[config.mk]
export PLATFORM = sky130hd
export DESIGN_NAME = calc_seq_ctrl
export DESIGN_NICKNAME = d
export VERILOG_FILES = /design/src/rtl/calc_seq_ctrl.sv
export SDC_FILE = /design/constraint.sdc
export NUM_CORES = 1
export LEC_CHECK = 0
export CAP_MARGIN = 20
export CORE_MARGIN = 5
export CORE_UTILIZATION = 64
export CTS_CLUSTER_DIAMETER = 50
export DETAILED_ROUTE_END_ITERATION = 10
export HOLD_SLACK_MARGIN = 0.05
export MAX_ROUTING_LAYER = met4
export PLACE_DENSITY_LB_ADDON = 0.3
export SLEW_MARGIN = 10
export SYNTH_ARGS = -nofsm -noshare
export SYNTH_HDL_FRONTEND = slang
export SYNTH_SLANG_ARGS = --single-unit
[constraint.sdc]
create_clock -name clk -period 6.2 [get_ports clk]
set_input_delay 0.62 -clock clk [delete_from_list [all_inputs] [get_ports clk]]
set_output_delay 0.62 -clock clk [all_outputs]
set_load 0.005 [all_outputs]
[src/rtl/calc_seq_ctrl.sv]
// calc_seq_ctrl: keypad calculator sequencer with 1-cycle add/sub and WIDTH-cycle shift-add multiply.
// Define CALC_SATURATE_EN to clamp overflowed results; default build wraps to the low WIDTH bits.
module calc_seq_ctrl #(
  parameter int WIDTH      = 16,
  parameter int MAX_DIGITS = 5
) (
  input  logic             clk,
  input  logic             nRST,
  input  logic [3:0]       keypad_input,
  input  logic             read_input,
  input  logic             neg_input,
  input  logic [2:0]       operator_input,
  input  logic             equal_input,
  input  logic             clear_input,
  output logic [WIDTH-1:0] display_output,
  output logic             complete,
  output logic             overflow,
  output logic             busy
);
  localparam logic [2:0] GET_FIRST  = 3'd0;
  localparam logic [2:0] GET_SECOND = 3'd1;
  localparam logic [2:0] EXEC_ALU   = 3'd2;
  localparam logic [2:0] EXEC_MULT  = 3'd3;
  localparam logic [2:0] SHOW       = 3'd4;
  localparam int CW = $clog2(MAX_DIGITS + 1);
  localparam int BW = $clog2(WIDTH);
  localparam logic [WIDTH-1:0] MAX_POS = {1'b0, {(WIDTH-1){1'b1}}};
  localparam logic [WIDTH-1:0] MIN_NEG = {1'b1, {(WIDTH-1){1'b0}}};

  typedef struct packed {
    logic [2:0]         state;
    logic [WIDTH-1:0]   mag_a;
    logic [WIDTH-1:0]   mag_b;
    logic               neg_a;
    logic               neg_b;
    logic [CW-1:0]      cnt;
    logic [2:0]         op;
    logic [2*WIDTH-1:0] prod;
    logic [2*WIDTH-1:0] mcand;
    logic [WIDTH-1:0]   mplier;
    logic [BW-1:0]      step;
    logic [WIDTH-1:0]   result;
    logic               ovf;
    logic               done;
  } regs_t;

  regs_t r, nx;

  logic [WIDTH-1:0]   cur_mag, sa, sb, alu_res, mul_res, m_wrap;
  logic               cur_neg, dig_ok, op_ok, alu_ovf, m_sign, m_ovf;
  logic [WIDTH+3:0]   new_mag;
  logic [WIDTH:0]     sum;
  logic [2*WIDTH-1:0] prod_nx;

  assign cur_mag = r.state == GET_FIRST ? r.mag_a : r.mag_b;
  assign cur_neg = r.state == GET_FIRST ? r.neg_a : r.neg_b;
  assign new_mag = {4'b0, cur_mag} * (WIDTH+4)'(10) + (WIDTH+4)'(keypad_input);
  assign dig_ok  = read_input && keypad_input <= 4'd9 && r.cnt < CW'(MAX_DIGITS) && new_mag <= (WIDTH+4)'(MAX_POS);
  assign op_ok   = operator_input inside {3'b001, 3'b010, 3'b100};
  assign sa      = r.neg_a ? -r.mag_a : r.mag_a;
  assign sb      = r.neg_b ? -r.mag_b : r.mag_b;
  assign sum     = r.op == 3'b010 ? {sa[WIDTH-1], sa} - {sb[WIDTH-1], sb} : {sa[WIDTH-1], sa} + {sb[WIDTH-1], sb};
  assign alu_ovf = sum[WIDTH] ^ sum[WIDTH-1];
  assign prod_nx = r.prod + (r.mplier[0] ? r.mcand : '0);
  assign m_sign  = r.neg_a ^ r.neg_b;
  // A negative product may reach magnitude 2^(WIDTH-1); a positive one may not.
  assign m_ovf   = m_sign ? prod_nx > {{WIDTH{1'b0}}, MIN_NEG} : prod_nx > {{WIDTH{1'b0}}, MAX_POS};
  assign m_wrap  = m_sign ? -prod_nx[WIDTH-1:0] : prod_nx[WIDTH-1:0];
`ifdef CALC_SATURATE_EN
  assign alu_res = alu_ovf ? (sum[WIDTH] ? MIN_NEG : MAX_POS) : sum[WIDTH-1:0];
  assign mul_res = m_ovf ? (m_sign ? MIN_NEG : MAX_POS) : m_wrap;
`else
  assign alu_res = sum[WIDTH-1:0];
  assign mul_res = m_wrap;
`endif

  always_comb begin
    nx      = r;
    nx.done = 1'b0;
    case (r.state)
      GET_FIRST, GET_SECOND: begin
        if (dig_ok) begin
          nx.cnt = r.cnt + CW'(1);
          if (r.state == GET_FIRST) nx.mag_a = new_mag[WIDTH-1:0];
          else nx.mag_b = new_mag[WIDTH-1:0];
        end
        if (neg_input && r.state == GET_FIRST) nx.neg_a = ~r.neg_a;
        if (neg_input && r.state == GET_SECOND) nx.neg_b = ~r.neg_b;
        if (r.state == GET_FIRST && op_ok) begin
          nx.op    = operator_input;
          nx.state = GET_SECOND;
          nx.cnt   = '0;
        end
        if (r.state == GET_SECOND && equal_input && !read_input) begin
          nx.state  = r.op == 3'b100 ? EXEC_MULT : EXEC_ALU;
          nx.prod   = '0;
          nx.mcand  = {{WIDTH{1'b0}}, r.mag_a};
          nx.mplier = r.mag_b;
          nx.step   = '0;
        end
      end
      EXEC_ALU: begin
        nx.result = alu_res;
        nx.ovf    = alu_ovf;
        nx.state  = SHOW;
      end
      EXEC_MULT: begin
        nx.prod   = prod_nx;
        nx.mcand  = r.mcand << 1;
        nx.mplier = r.mplier >> 1;
        nx.step   = r.step + BW'(1);
        if (r.step == BW'(WIDTH-1)) begin
          nx.result = mul_res;
          nx.ovf    = m_ovf;
          nx.state  = SHOW;
        end
      end
      SHOW: begin
        if (read_input && keypad_input <= 4'd9) begin
          nx       = '0;
          nx.mag_a = WIDTH'(keypad_input);
          nx.cnt   = CW'(1);
        end else nx.done = 1'b1;
      end
      default: nx = '0;
    endcase
    if (clear_input) nx = '0;
  end

  always_ff @(posedge clk or negedge nRST)
    if (!nRST) r <= '0;
    else r <= nx;

  assign display_output = r.state == SHOW ? r.result : (cur_neg ? -cur_mag : cur_mag);
  assign complete       = r.done;
  assign overflow       = r.done & r.ovf;
  assign busy           = r.state == EXEC_ALU || r.state == EXEC_MULT;
endmodule
==> results_dict.tcl, run 1 <==
set metrics [dict create \
    setup_ws_ns 0.437 \
    grt_use_total_pct 32.3 \
    start_util_pct 64.4 \
    die_height_um 147 \
    slew_viol_final 0 \
    dpl.hpwl_um 24900 \
    drive_above_1_share_pct 6.15 \
    worstReg2RegStart "r[144]$_DFFE_PN0P_" \
    p_per_area_mw_per_mm2 273 \
    root_buffer "clkbuf_16" \
    htree_levels 4 \
    synth-async-reset-ratio_pct 100 \
    ys_warn_count 0 \
    post_drt_wl_per_cell_um 20.8 \
    cap_viol_max_count 0 \
    num_rows 50 \
    rr_worst_depth 17 \
    postRouteAntennaNets 0 \
    antenna_found_initial 0 \
    syn-instance-count 1393 \
    critPathRequiredTime_ns 6.52 \
    clock-sinks 145 \
    grt_pass1_wl_um 54600 \
    pre_cts_slack_ns 0.366 \
    final.setup_skew_ns 0.0122 \
    postCtsHoldBufs 0 \
    drt-met1-wl_um 14000 \
    reg2reg_slack_ns 0.44 \
    route.met3.wl_um 2290 \
    rsz0062_at_grt "no" \
    dr.pass1.iters 6 \
    overflow 0 \
    finalCritPeriodShare_pct 93.0 \
    synth_most_common_cell "dfrtp_1" \
    finish.instance_area_mm2 0.0130 \
    crit_type "reg -> reg" \
    synth_top_area_share_pct 30.3 \
    synth_area_leaders "dfrtp_1 (30%), ha_1 (7.6%), xnor2_1 (6.2%), xor2_1 (5.3%), o21ai_0 (4.1%)" \
    r2r_end "r[132]$_DFFE_PN0P_" \
    cts_tree "done" \
    vias_per_cell 6.71 \
    synth_cell_types 83 \
    synth.largest_area_cell "dfrtp_1" \
    finalSetupTns_ns 0 \
    cp.arrival_ns 6.08 \
    irDropWorstVdd_mv 0.233 \
    insertion_delay_ns 0.44 \
    final_nets 1475 \
    cts_buffers 17 \
    nFillCells 1468 \
    ys.flop_type "dfrtp_1" \
    hold_class "in -> async" \
    route.met2.wl_um 15700 \
    synth_edf_count 0 \
    first_iter_violations 1083 \
    postCtsSetupBuffers 0 \
    drc_errors 0 \
    cts_max_path_buffers 2 \
    cts-resized-gates 0 \
    crit_path_start_kind "flip-flop" \
    n_antenna_cell 0 \
    seq_area_frac_synth_pct 30.3 \
    fp.dieArea_mm2 0.0215 \
    cp_max_fo 15 \
    setup_viol 0 \
    io-pin-count 32 \
    worstMarginPinSlew_ns 0.952 \
    syn-num-nets 1482 \
    vias 11000 \
    place.port_buffers 31 \
    min_period_ns 5.76 \
    ys_ff_latch 145 \
    area_growth_pct 8.91 \
    grt_pass1_vias 10300 \
    clkTransAtPathRegs_ns 0.07 \
    gp_congestion 0.979 \
    syn-cell-area_mm2 0.0120 \
    postPlaceCellArea_mm2 0.0125 \
    max_freq_mhz 174 \
    highest_layer "met4" \
    status "finished, final reports clean" \
    die_w_um 147 \
    slew_headroom_pct 36.5 \
    grt_max_degree 81 \
    synth_common_cells "dfrtp_1 (145), nand2_1 (128), nor2_1 (103)" \
    cp-end-kind "flip-flop" \
    avgSynthCellArea_um2 8.59 \
    core_mm2 0.0186 \
    finalHoldViolCount 0 \
    cellLeakagePower_uw 0.00588 \
    wl_um 33900 \
]
routing by layer:
layer	vias up	GRT usage [%]
met5	-	-
met4	0	15.8
met3	133	4.84
met2	474	50.3
met1	5198	41.4
li1	5147	-
worst max-delay path by stage:
stage	to	start
detailed placement	r[114]$_DFFE_PN0P_	r[144]$_DFFE_PN0P_
finish	r[132]$_DFFE_PN0P_	r[144]$_DFFE_PN0P_
floorplan	r[116]$_DFFE_PN0P_	r[144]$_DFFE_PN0P_
CTS	r[118]$_DFFE_PN0P_	r[143]$_DFFE_PN0P_
global placement	r[121]$_DFFE_PN0P_	r[143]$_DFFE_PN0P_
global route	r[120]$_DFFE_PN0P_	r[143]$_DFFE_PN0P_
area by class of cell:
class | instances | area [um^2] | share of cell area [%]
Inverter | 33 | 124 | 0.950
Clock buffer | 19 | 433 | 3.32
Tap cell | 234 | 293 | 2.25
Multi-Input combinational cell | 1129 | 7900 | 60.6
Sequential cell | 145 | 3630 | 27.8
Timing Repair Buffer | 60 | 529 | 4.06
Clock inverter | 13 | 128 | 0.979
cell usage in the layout, fill, tap and decap left out, types with 19 or more instances in the layout:
| master | n |
|---|---|
| o31ai_1 | 22 |
| xnor2_1 | 85 |
| xor2_1 | 73 |
| o21ai_0 | 97 |
| a211oi_1 | 29 |
| clkdlybuf4s50_1 | 30 |
| nor2_1 | 101 |
| and2_1 | 40 |
| ha_1 | 73 |
| a32o_1 | 28 |
| nand2_1 | 128 |
| inv_1 | 33 |
| nand3_1 | 25 |
| a21oi_1 | 75 |
| mux2i_1 | 19 |
| a22oi_1 | 36 |
| dfrtp_1 | 145 |
| a21o_1 | 25 |
| a22o_1 | 50 |
| nor3_1 | 23 |
| buf_4 | 29 |
power breakdown:
group / leakage [uW] / switching [uW] / internal, uW
clock network: 0.000265 / 448 / 559
logic: 0.00361 / 862 / 630
registers: 0.00201 / 76.4 / 983
critical path, stage by stage, from the launching register on:
cell and delay (ns):
dfrtp_1 0.47, nor3_2 0.44, buf_4 0.35, nor2_1 0.06, a21oi_1 0.17, nor2_1 0.08, ha_1 0.24, fa_1 0.44
a211oi_1 0.39, nor2_1 0.18, nor4_4 0.36, nand3_2 0.16, or4b_4 0.56, nor3_1 0.23, xnor2_1 0.15, o211ai_1 0.33
or4_4 0.71, a32o_1 0.30
kinds of logic (layout without fill, tap and decap cells):
group | Yosys count | in the layout | synth area share (%)
simple gates | 408 | 408 | 16.8
flops | 145 | 145 | 30.3
xor+xnor | 159 | 159 | 11.8
mux | 20 | 20 | 1.71
compound gates | 466 | 466 | 27.3
fa+ha+maj | 76 | 76 | 8.13
buf+inv | 119 | 125 | 3.94
flip-flops by register name, summed over array words and instances (netlist names):
name / cells
complete: 1
r: 144
metrics by stage:
step,cells,hold WS [ns],utilization (%),power [uW]
finish,1633,0.169,70.1,3560
global route,1633,0.230,70.1,3730
CTS,1632,0.220,70.1,3530
detailed placement,1600,0.480,67.1,2530
global placement,1600,0.465,67.1,2510
floorplan,1393,0.324,-,2090
(Power assumes the default switching activity.)
==> run 2: changes to the inputs <==
- CORE_UTILIZATION: 64 -> 66
- DONT_BUFFER_PORTS: default -> 1
==> results_dict.tcl, run 2 (synthesis results as in run 1) <==
set metrics [dict create \
    rr_worst_depth 16 \
    gp_congestion 1.02 \
    top_register "r" \
    overflow 0 \
    critPathRequiredTime_ns 6.51 \
    htree_levels 4 \
    place.port_buffers 0 \
    setup_ws_ns 0.444 \
    drive_above_1_share_pct 6.22 \
    crit_path_start_kind "flip-flop" \
    root_buffer "clkbuf_16" \
    busiest_layer "met2" \
    cpPeakStageDelay_ns 0.82 \
    die_height_um 145 \
    met3_usage_pct 5.39 \
    start_util_pct 66.9 \
    status "finished, final reports clean" \
    io-pin-count 32 \
    nFillCells 1424 \
    worstMarginPinSlew_ns 0.915 \
    numPlacedInstances 1563 \
    antenna_found_initial 0 \
    cpMaxStageDelayCell "or4_1" \
    layout_commonest_cell "dfrtp_1" \
    layout_common_cells "dfrtp_1 (145), nand2_1 (128), nor2_1 (101)" \
    num_rows 49 \
    grt_pass1_vias 10200 \
    final_core_util_pct 71.0 \
    clock-sinks 145 \
    min_period_ns 5.76 \
    crit_family "simple AND/OR/NAND/NOR gates" \
    finalCritPeriodShare_pct 92.8 \
    largest_register_ffs 144 \
    postRouteAntennaNets 0 \
    dr.pass1.iters 6 \
    slew_viol_final 0 \
    area_growth_pct 6.23 \
    cp_max_fo 15 \
    cap_viol_max_count 0 \
    vias_per_cell 6.86 \
    multi_input_area_mm2 0.00791 \
    cellLeakagePower_uw 0.00574 \
    grt_use_met2_pct 52.0 \
    finalSetupTns_ns 0 \
    final.setup_skew_ns 0.00966 \
    cts_tree "done" \
    worstPathBufferInverterCount 1 \
    clkTransAtPathRegs_ns 0.06 \
    dpl.hpwl_um 25100 \
    wl_um 34400 \
    worstSetupPathDepth 16 \
    hold_class "in -> async" \
    irDropWorstVdd_mv 0.235 \
    postCtsSetupBuffers 0 \
    reg2reg_slack_ns 0.44 \
    instances_no_fill 1596 \
    finalHoldViolCount 0 \
    pre_cts_slack_ns 0.355 \
    cts_buffers 17 \
    cp-end-kind "flip-flop" \
    fp.dieArea_mm2 0.0209 \
    cp.arrival_ns 6.07 \
    startpoint "r[143]$_DFFE_PN0P_" \
    r2r_end "r[111]$_DFFE_PN0P_" \
    post_drt_wl_per_cell_um 21.5 \
    n_antenna_cell 0 \
    critPathCapture "r[111]$_DFFE_PN0P_" \
    slew_headroom_pct 38.6 \
    use_met1_pct 44.5 \
    die_w_um 145 \
    setup_viol 0 \
    path_cells "nor3_4 > mux2i_1 > buf_4 > xor2_1 > ha_1 > fa_1 > a211oi_1 > nor2_1 > nor4_4 > nand3_2 > or4b_4 > nor3_1 > xnor2_1 > o211ai_1 > or4_1 > a32o_1" \
    drc_errors 0 \
    max_freq_mhz 174 \
    register_area_mm2 0.00363 \
    p_per_area_mw_per_mm2 271 \
    grt_use_total_pct 34.2 \
    final_nets 1444 \
    hold_ws_ns 0.112 \
    grt_max_degree 146 \
    insertion_delay_ns 0.43 \
    first_iter_violations 1259 \
    crit_type "reg -> reg" \
    vias 11000 \
    worstReg2RegStart "r[143]$_DFFE_PN0P_" \
    rsz0062_at_grt "no" \
    cts_max_path_buffers 2 \
    grt_pass1_wl_um 54500 \
    core_mm2 0.0179 \
]
## run 2: cell count changes in the layout (fill, tap and decap cells not counted), sizes merged
cell           change
buf                -1
bufinv             -1
clkdlybuf4s50     -30
clkinvlp           +4
inv                -4
## run 2: worst min-delay path by stage
stage / start / endpoint
2_1_floorplan: nRST / complete$_DFF_PN0_
3_3_place_gp: nRST / r[75]$_DFFE_PN0P_
3_5_place_dp: nRST / r[75]$_DFFE_PN0P_
4_1_cts: nRST / r[74]$_DFFE_PN0P_
5_1_grt: nRST / r[75]$_DFFE_PN0P_
6_report: nRST / r[75]$_DFFE_PN0P_
## run 2: worst register-to-register path, delay by kind of cell (launching register included)
family / cells / cell delay [ns]
fa+ha+maj: 2 / 0.68
buf+inv: 1 / 0.18
simple gates: 7 / 2.69
flops: 1 / 0.46
xor+xnor: 2 / 0.22
compound gates: 3 / 1.16
mux: 1 / 0.23
## run 2: per-layer routing
layer	up-vias	wire length [um]
li1	5067	-
met5	-	0
met4	0	2080
met3	141	2710
met2	512	15300
met1	5230	14300
## run 2: metrics by stage
| step | total power [uW] | area (um^2) |
|---|---|---|
| floorplan | 2090 | 12000 |
| global placement | 2400 | 12100 |
| detailed placement | 2430 | 12100 |
| CTS | 3400 | 12700 |
| global route | 3600 | 12700 |
| finish | 3440 | 12700 |
## run 2: area by class of cell
class                   instances  share of cell area (%)
multi-input cells            1129                    62.2
flip-flops and latches        145                    28.5
clock buffers                  19                    3.48
well taps                     229                    2.25
repair buffers                 29                    1.87
inverters                      33                   0.974
clock inverters                12                   0.699
## run 2: what timing repair did
item	4_1_cts	5_1_grt
endpoints found under the setup margin	0	30
hold buffers	1	0
gates resized for setup	0	3
hold endpoints to repair	145	0
## run 2: where the power goes
part | leakage, uW | total (uW) | internal [uW] | switching, uW
clock network | 0.000239 | 950 | 519 | 431
registers | 0.00201 | 1060 | 983 | 75.6
logic | 0.00350 | 1430 | 583 | 848
